File: src/rtl/gate_half_adder_unit_if.sv
// gate_half_adder_unit_if: operand/result handshake bundle for gate_half_adder_unit.
// Revision: 1.0
`default_nettype none

interface gate_half_adder_unit_if #(
  parameter int WIDTH = 1
);
  logic             in_valid;
  logic             in_ready;
  logic [WIDTH-1:0] a;
  logic [WIDTH-1:0] b;
  logic             mode;
  logic             out_valid;
  logic             out_ready;
  logic [WIDTH-1:0] s;
  logic [WIDTH-1:0] c;
  logic             cout;

  // Producer of operands, consumer of results.
  modport master (
    output in_valid, a, b, mode, out_ready,
    input  in_ready, out_valid, s, c, cout
  );

  // The arithmetic unit itself.
  modport slave (
    input  in_valid, a, b, mode, out_ready,
    output in_ready, out_valid, s, c, cout
  );
endinterface

`default_nettype wire

File: src/rtl/gate_half_adder_unit.sv
// gate_half_adder_unit: registered half adder (mode 0) / ripple-carry adder (mode 1) with valid/ready handshake.
// Revision: 1.0
`default_nettype none

module gate_half_adder_unit #(
  parameter int WIDTH = 1
) (
  input  logic                 clk,
  input  logic                 rst_n,
  gate_half_adder_unit_if.slave bus
);

  logic [WIDTH-1:0] ha_sum;
  logic [WIDTH-1:0] ha_carry;
  logic [WIDTH-1:0] rip_sum;
  logic [WIDTH-1:0] rip_carry;
  logic [WIDTH-1:0] res_s;
  logic [WIDTH-1:0] res_c;
  logic             res_cout;
  logic             accept;

  logic             out_valid_d, out_valid_q;
  logic [WIDTH-1:0] s_d, s_q;
  logic [WIDTH-1:0] c_d, c_q;
  logic             cout_d, cout_q;

  // First level: one XOR/AND gate pair per bit, shared by both modes.
  genvar i;
  generate
    for (i = 0; i < WIDTH; i++) begin : g_half_adder
      assign ha_sum[i]   = bus.a[i] ^ bus.b[i];
      assign ha_carry[i] = bus.a[i] & bus.b[i];
    end
  endgenerate

  always_comb begin
    logic cin;
    rip_sum   = '0;
    rip_carry = '0;
    cin       = 1'b0;
    for (int k = 0; k < WIDTH; k++) begin
      rip_sum[k]   = ha_sum[k] ^ cin;
      rip_carry[k] = ha_carry[k] | (ha_sum[k] & cin);
      cin          = rip_carry[k];
    end
  end

  always_comb begin
    res_s    = ha_sum;
    res_c    = ha_carry;
    res_cout = |ha_carry;
    if (bus.mode) begin
      res_s    = rip_sum;
      res_c    = rip_carry;
      res_cout = rip_carry[WIDTH-1];
    end
  end

  assign bus.in_ready = !out_valid_q || bus.out_ready;
  assign accept       = bus.in_valid && bus.in_ready;

  // Results are kept after consumption; only out_valid drops.
  always_comb begin
    out_valid_d = out_valid_q;
    s_d         = s_q;
    c_d         = c_q;
    cout_d      = cout_q;
    if (accept) begin
      out_valid_d = 1'b1;
      s_d         = res_s;
      c_d         = res_c;
      cout_d      = res_cout;
    end else if (out_valid_q && bus.out_ready) begin
      out_valid_d = 1'b0;
    end
  end

  always_ff @(posedge clk) begin
    if (!rst_n) begin
      out_valid_q <= 1'b0;
      s_q         <= '0;
      c_q         <= '0;
      cout_q      <= 1'b0;
    end else begin
      out_valid_q <= out_valid_d;
      s_q         <= s_d;
      c_q         <= c_d;
      cout_q      <= cout_d;
    end
  end

  assign bus.out_valid = out_valid_q;
  assign bus.s         = s_q;
  assign bus.c         = c_q;
  assign bus.cout      = cout_q;

endmodule

`default_nettype wire

File: src/flat_wrapper.sv
// flat-port wrapper written by rule: the top's interface ports become plain ports
module gate_half_adder_unit_flat 
#(
  parameter int WIDTH = 1
)
  (clk, rst_n, bus_in_valid, bus_a, bus_b, bus_mode, bus_out_ready, bus_in_ready, bus_out_valid, bus_s, bus_c, bus_cout);
  gate_half_adder_unit_if #(.WIDTH(WIDTH)) bus_i ();
  input  logic clk;
  input  logic rst_n;
  input wire logic [$bits(bus_i.in_valid)-1:0] bus_in_valid;
  input wire logic [$bits(bus_i.a)-1:0] bus_a;
  input wire logic [$bits(bus_i.b)-1:0] bus_b;
  input wire logic [$bits(bus_i.mode)-1:0] bus_mode;
  input wire logic [$bits(bus_i.out_ready)-1:0] bus_out_ready;
  output wire logic [$bits(bus_i.in_ready)-1:0] bus_in_ready;
  output wire logic [$bits(bus_i.out_valid)-1:0] bus_out_valid;
  output wire logic [$bits(bus_i.s)-1:0] bus_s;
  output wire logic [$bits(bus_i.c)-1:0] bus_c;
  output wire logic [$bits(bus_i.cout)-1:0] bus_cout;
  assign bus_i.in_valid = bus_in_valid;
  assign bus_i.a = bus_a;
  assign bus_i.b = bus_b;
  assign bus_i.mode = bus_mode;
  assign bus_i.out_ready = bus_out_ready;
  assign bus_in_ready = bus_i.in_ready;
  assign bus_out_valid = bus_i.out_valid;
  assign bus_s = bus_i.s;
  assign bus_c = bus_i.c;
  assign bus_cout = bus_i.cout;
  gate_half_adder_unit #(.WIDTH(WIDTH)) u_core (.clk(clk), .rst_n(rst_n), .bus(bus_i));
endmodule
File: config.mk
export PLATFORM = sky130hd
export DESIGN_NAME = gate_half_adder_unit_flat
export DESIGN_NICKNAME = d
export VERILOG_FILES = /design/src/rtl/gate_half_adder_unit_if.sv /design/src/rtl/gate_half_adder_unit.sv /design/src/flat_wrapper.sv
export SDC_FILE = /design/constraint.sdc
export NUM_CORES = 1
export LEC_CHECK = 0
export ABC_AREA = 1
export CAP_MARGIN = 20
export CORE_AREA = 2 2 39 41
export DETAILED_ROUTE_END_ITERATION = 7
export DIE_AREA = 0 0 41 43
export SLEW_MARGIN = 10
export SYNTH_ARGS = -nofsm -noshare
export SYNTH_HDL_FRONTEND = slang
export SYNTH_SLANG_ARGS = --single-unit
File: constraint.sdc
create_clock -name clk -period 0.9 [get_ports clk]
set_clock_uncertainty 0.05 [all_clocks]
set_input_delay 0.135 -clock clk [delete_from_list [all_inputs] [get_ports clk]]
set_output_delay 0.135 -clock clk [all_outputs]
set_load 0.02 [all_outputs]
==> impl_metrics.toml, run 1 <==
[run_status]
outcome = "complete, but fails checks"
violations = "negative setup slack"

[finish]
diodes = 0
drive_above_1_share = 0.455
layout.nets = 42
area_delta_synth_final_pct = 104

[clocking]
clk_latency_ps = 230
tritoncts.num_buffers = 3
cts-root-buf = "clkbuf_4"
cts_hold_buf = 0
htreeDepth = 1
clkTransAtPathRegs_ps = 40
numClockSinks = 3
clk_path_buf_depth = 2
cts_tree = "done"

[power]
power_mw = 0.495
p_per_area_nw_per_um2 = 1680
leakagePower_nw = 0.145
ir_drop_uv = 483

[timing]
totalNegativeSetupSlack_ps = -17.6
worst_pin_slew_ps = 196
finalWorstSetupSlack_ps = -17.6
max_clock_freq_ghz = 1.09
holdWs_ps = 395
final.min_clock_period_ps = 918
hold_viol_final = 0
slew_headroom = 0.869
period_share = 1.02
setup_violations = 1
rsz0062_at_grt = "true"
drv_slew = 0

[synth]
syn_nets = 27
yosysSeqAreaShare = 0.417
ys_warn_count = 0
synth-seq-cells = 3
syn_area_per_cell_um2 = 7.57
syn_inst = 19
ys_types = 11
syn-cell-area_um2 = 144

[floorplanning]
die_h_um = 43
num_rows = 14
initial_utilization = 0.104
die_area_um2 = 1760
coreArea_um2 = 1380
fp.dieW_um = 41
io_pins = 12

[min_path]
min_path_type = "primary input to flip-flop"

[routing]
drt_iter0_markers = 1
routed_wl_um = 342
via_count = 170
routedWlPerCell_um = 6.98
vias_per_cell = 3.47
drcViolationCount = 0
ant_nets = 0
drtPass1Iterations = 4

[grt]
globalRouteOverflowTotal = 0
grt_max_degree = 6
antenna_found_initial = 0
grt_pass1_wl_um = 558
grt_pass1_vias = 165
globalRouteTotalUtil = 0.0551

[setup_path]
cp_data_required_time_ps = 710
worst-setup-path-type = "flip-flop to output port"
cp_max_fo = 2
crit_arrival_ps = 730
critPathCaptureType = "output port"
cpPeakStageDelay_ps = 320
cp-endpoint = "bus_in_ready"
reg2reg_to = "u_core.bus.s"
critPathSlowestCell = "dfxtp_2"
rr_worst_depth = 4
crit_start = "u_core.bus.out_valid"
cp-start-kind = "flip-flop"
reg2reg_slack_ps = 40
reg2reg_from = "u_core.bus.out_valid"
worstPathCellList = "nand2_2 > buf_6"

[placement]
hpwl_um = 263
place.port_buffers = 10
gp_congestion = 0.631

[flow_run]
max_cap_violations = 0
-- placed cells by master, fill, tap and decap left out --
master           instances
dfxtp_2                  3
clkbuf_1                 1
nor2_1                   2
nand3_1                  2
inv_1                    3
ha_1                     1
a21oi_2                  1
nand2_1                  2
inv_2                    1
dlygate4sd2_1            3
clkdlybuf4s50_1          2
buf_4                    1
buf_2                    1
buf_6                    4
nand2_2                  1
a21oi_1                  1
clkbuf_4                 3
a21boi_0                 1
-- logic make-up after synthesis --
kind of cell	Yosys count	share of synthesized area
fa+ha+maj	1	0.0869
simple gates	7	0.217
compound gates	3	0.122
flops	3	0.417
buf+inv	5	0.157
-- per-layer routing --
| layer | GRT usage | wire, µm | part of all wire | up-vias |
|---|---|---|---|---|
| li1 | - | - | - | 87 |
| met1 | 0.0351 | 114 | 0.33 | 73 |
| met2 | 0.0688 | 148 | 0.43 | 10 |
| met3 | 0.0838 | 79 | 0.23 | 0 |
| met4 | 0.0400 | 0 | 0 | 0 |
| met5 | 0 | 0 | 0 | - |
-- report_power, final --
part           internal, mW  leakage [nW]  switching [mW]
clock network         0.166        0.0150          0.0731
registers             0.146        0.0258         0.00819
logic                0.0544         0.105          0.0466
total                 0.367         0.145           0.128
-- repair_timing --
| action | CTS | global route |
|---|---|---|
| pin swaps | 3 | 0 |
| cloned | 0 | 0 |
| gates resized for setup | 31 | 3 |
| buffers inserted | 0 | 0 |
| endpoints found under the setup margin | 6 | 7 |
-- sequential cells by signal, summed over array words and instances (netlist names) --
register and flops:
u_core.bus.c 1, u_core.bus.out_valid 1, u_core.bus.s 1
-- cells in the mapped netlist (all sizes together) --
master  number  area [µm²]
a21boi       1        7.51
nor2         2        7.51
dfxtp        3        60.1
a21oi        2        10.0
inv          4        15.0
ha           1        12.5
nand2        3        13.8
nand3        2        10.0
buf          1        7.51
-- area by class of cell --
cell class                 count  area (µm²)
clock buffer                   4        26.3
fill                         171        1090
inverter                       4        15.0
multi-input combinational     11        65.1
sequential                     3        63.8
tap                           16        20.0
timing repair buffer          11         104
-- worst min-delay path by stage --
stage	start	end	slack (ps)	depth (start not counted)
floorplan	rst_n	u_core.bus.c	210	2
global placement	u_core.bus.s	u_core.bus.s	430	2
detailed placement	u_core.bus.s	u_core.bus.s	440	2
CTS	bus_out_ready	u_core.bus.out_valid	390	5
global route	bus_out_ready	u_core.bus.out_valid	420	5
finish	bus_b	u_core.bus.s	400	6
-- metrics by stage --
stage | area, µm² | worst slack (ps) | util | cells
after global placement | 265 | -564 | 0.192 | 45
after floorplan | 145 | 22.7 | - | 19
final | 294 | -17.6 | 0.212 | 49
after global routing | 294 | -51.6 | 0.212 | 49
after CTS | 285 | -30.2 | 0.206 | 49
after detailed placement | 265 | -566 | 0.192 | 45
-- worst max-delay path: cells and delay by family (launching register included) --
family | cells | cell delay, ps
simple gates | 1 | 50
buf+inv | 1 | 120
flops | 1 | 320
No activity file was read; power rests on OpenSTA's default activity.
==> run 2, diff against run 1 <==
Settings changed: RECOVER_POWER set to 50, SKIP_LAST_GASP set to 1.
==> impl_metrics.toml, run 2 (synthesis results as in run 1) <==
[run_status]
outcome = "complete, but fails checks"
violations = "negative setup slack"

[routing]
maxUsedRoutingLayer = "met3"
ant_nets = 0
wl_met3_um = 79
wl_met1_um = 115
routedWlPerCell_um = 6.90
via_count = 175
drt_iter0_markers = 1
drcViolationCount = 0
wl_met2_um = 150
vias_per_cell = 3.50
routed_wl_um = 345
drtPass1Iterations = 2

[clocking]
cts_tree = "done"
htreeDepth = 1
tritoncts.num_buffers = 3
cts_hold_buf = 0
clk_latency_ps = 230
clkTransAtPathRegs_ps = 40
numClockSinks = 3
clk_path_buf_depth = 2
cts-root-buf = "clkbuf_4"

[finish]
mostFrequentLayoutCell = "buf_6"
layout.nets = 43
layout_common_cells = "4 x buf_6, 3 x inv_1, 3 x clkbuf_4, 3 x dlygate4sd2_1, 3 x dfxtp_2"
area_delta_synth_final_pct = 110
instances_no_fill = 50
drive_above_1_share = 0.471
diodes = 0

[floorplanning]
die_area_um2 = 1760
coreArea_um2 = 1380
fp.dieW_um = 41
initial_utilization = 0.104
num_rows = 14
io_pins = 12
die_h_um = 43

[setup_path]
cp_data_required_time_ps = 710
reg2reg_from = "u_core.bus.out_valid"
cp-endpoint = "bus_in_ready"
crit_start = "u_core.bus.out_valid"
cp_max_fo = 2
worst-setup-path-type = "flip-flop to output port"
cp-start-kind = "flip-flop"
critPathCaptureType = "output port"
crit_arrival_ps = 730
rr_worst_depth = 4
reg2reg_slack_ps = 40
reg2reg_to = "u_core.bus.s"

[power]
clockPowerShare = 0.478
p_per_area_nw_per_um2 = 1650
power_mw = 0.498
ir_drop_uv = 511
p_sw_frac = 0.256
p_comb_frac = 0.213
seqPwrFrac = 0.309
switching_power_mw = 0.127
leakagePower_nw = 0.151
intPower_mw = 0.370

[timing]
worst_pin_slew_ps = 197
max_clock_freq_ghz = 1.09
drv_slew = 0
finalWorstSetupSlack_ps = -17.6
slew_headroom = 0.868
setup_violations = 1
hold_viol_final = 0
period_share = 1.02
final.min_clock_period_ps = 918
rsz0062_at_grt = "true"

[placement]
gp_congestion = 0.631
pre_cts_ws_ps = -566
hpwl_um = 263
dpl.cell_count = 45
place.port_buffers = 10

[grt]
grt_pass1_vias = 165
globalRouteTotalUtil = 0.0551
grt_max_degree = 6
grt_pass1_wl_um = 558
antenna_found_initial = 0
globalRouteOverflowTotal = 0

[flow_run]
max_cap_violations = 0

[min_path]
min_path_type = "primary input to flip-flop"
## run 2: cell count changes in the layout (fill, tap and decap cells not counted), sizes merged
cell / change
buf: +1
## run 2: per-layer routing
metal / global-route usage / vias to the layer above
met5: 0 / -
met4: 0.0400 / 0
met3: 0.0838 / 0
met2: 0.0688 / 10
met1: 0.0351 / 75
li1: - / 90
## run 2: critical path, stage by stage, from the launching register on
cell,delay (ps)
dfxtp_2,320
nand2_2,50
buf_6,120
## run 2: power groups by stage
| stage | combinational [mW] | clock [mW] | sequential [mW] |
|---|---|---|---|
| floorplan | 0.0360 | 0 | 0.165 |
| global placement | 0.105 | 0 | 0.152 |
| detailed placement | 0.105 | 0 | 0.153 |
| CTS | 0.0988 | 0.249 | 0.152 |
| global route | 0.118 | 0.270 | 0.155 |
| finish | 0.106 | 0.238 | 0.154 |
## run 2: area by class of cell
cell class / instances / area, µm²
Tap cell: 16 / 20.0
Fill cell: 169 / 1080
Multi-Input combinational cell: 11 / 65.1
Inverter: 4 / 15.0
Timing Repair Buffer: 12 / 111
Sequential cell: 3 / 63.8
Clock buffer: 4 / 26.3
## run 2: worst min-delay path by stage
stage / startpoint / end / slack (ps) / cells after the start
2_1_floorplan: rst_n / u_core.bus.c / 210 / 2
3_3_place_gp: u_core.bus.s / u_core.bus.s / 430 / 2
3_5_place_dp: u_core.bus.s / u_core.bus.s / 440 / 2
4_1_cts: bus_out_ready / u_core.bus.out_valid / 380 / 5
5_1_grt: bus_out_ready / u_core.bus.out_valid / 420 / 5
6_report: bus_out_ready / u_core.bus.out_valid / 400 / 5
## run 2: per-stage QoR
step | hold slack [ps] | cell area, µm² | TNS, ps | util
floorplan | 206 | 145 | 0 | -
global placement | 428 | 265 | -2080 | 0.192
detailed placement | 440 | 265 | -2100 | 0.192
CTS | 380 | 285 | -47.9 | 0.206
global route | 418 | 302 | -114 | 0.218
finish | 397 | 302 | -17.6 | 0.218
## run 2: repair_timing
action | in CTS | in global routing
buffers inserted | 0 | 1
endpoints found under the setup margin | 6 | 7
pin swaps | 2 | 1
gates resized for setup | 31 | 3
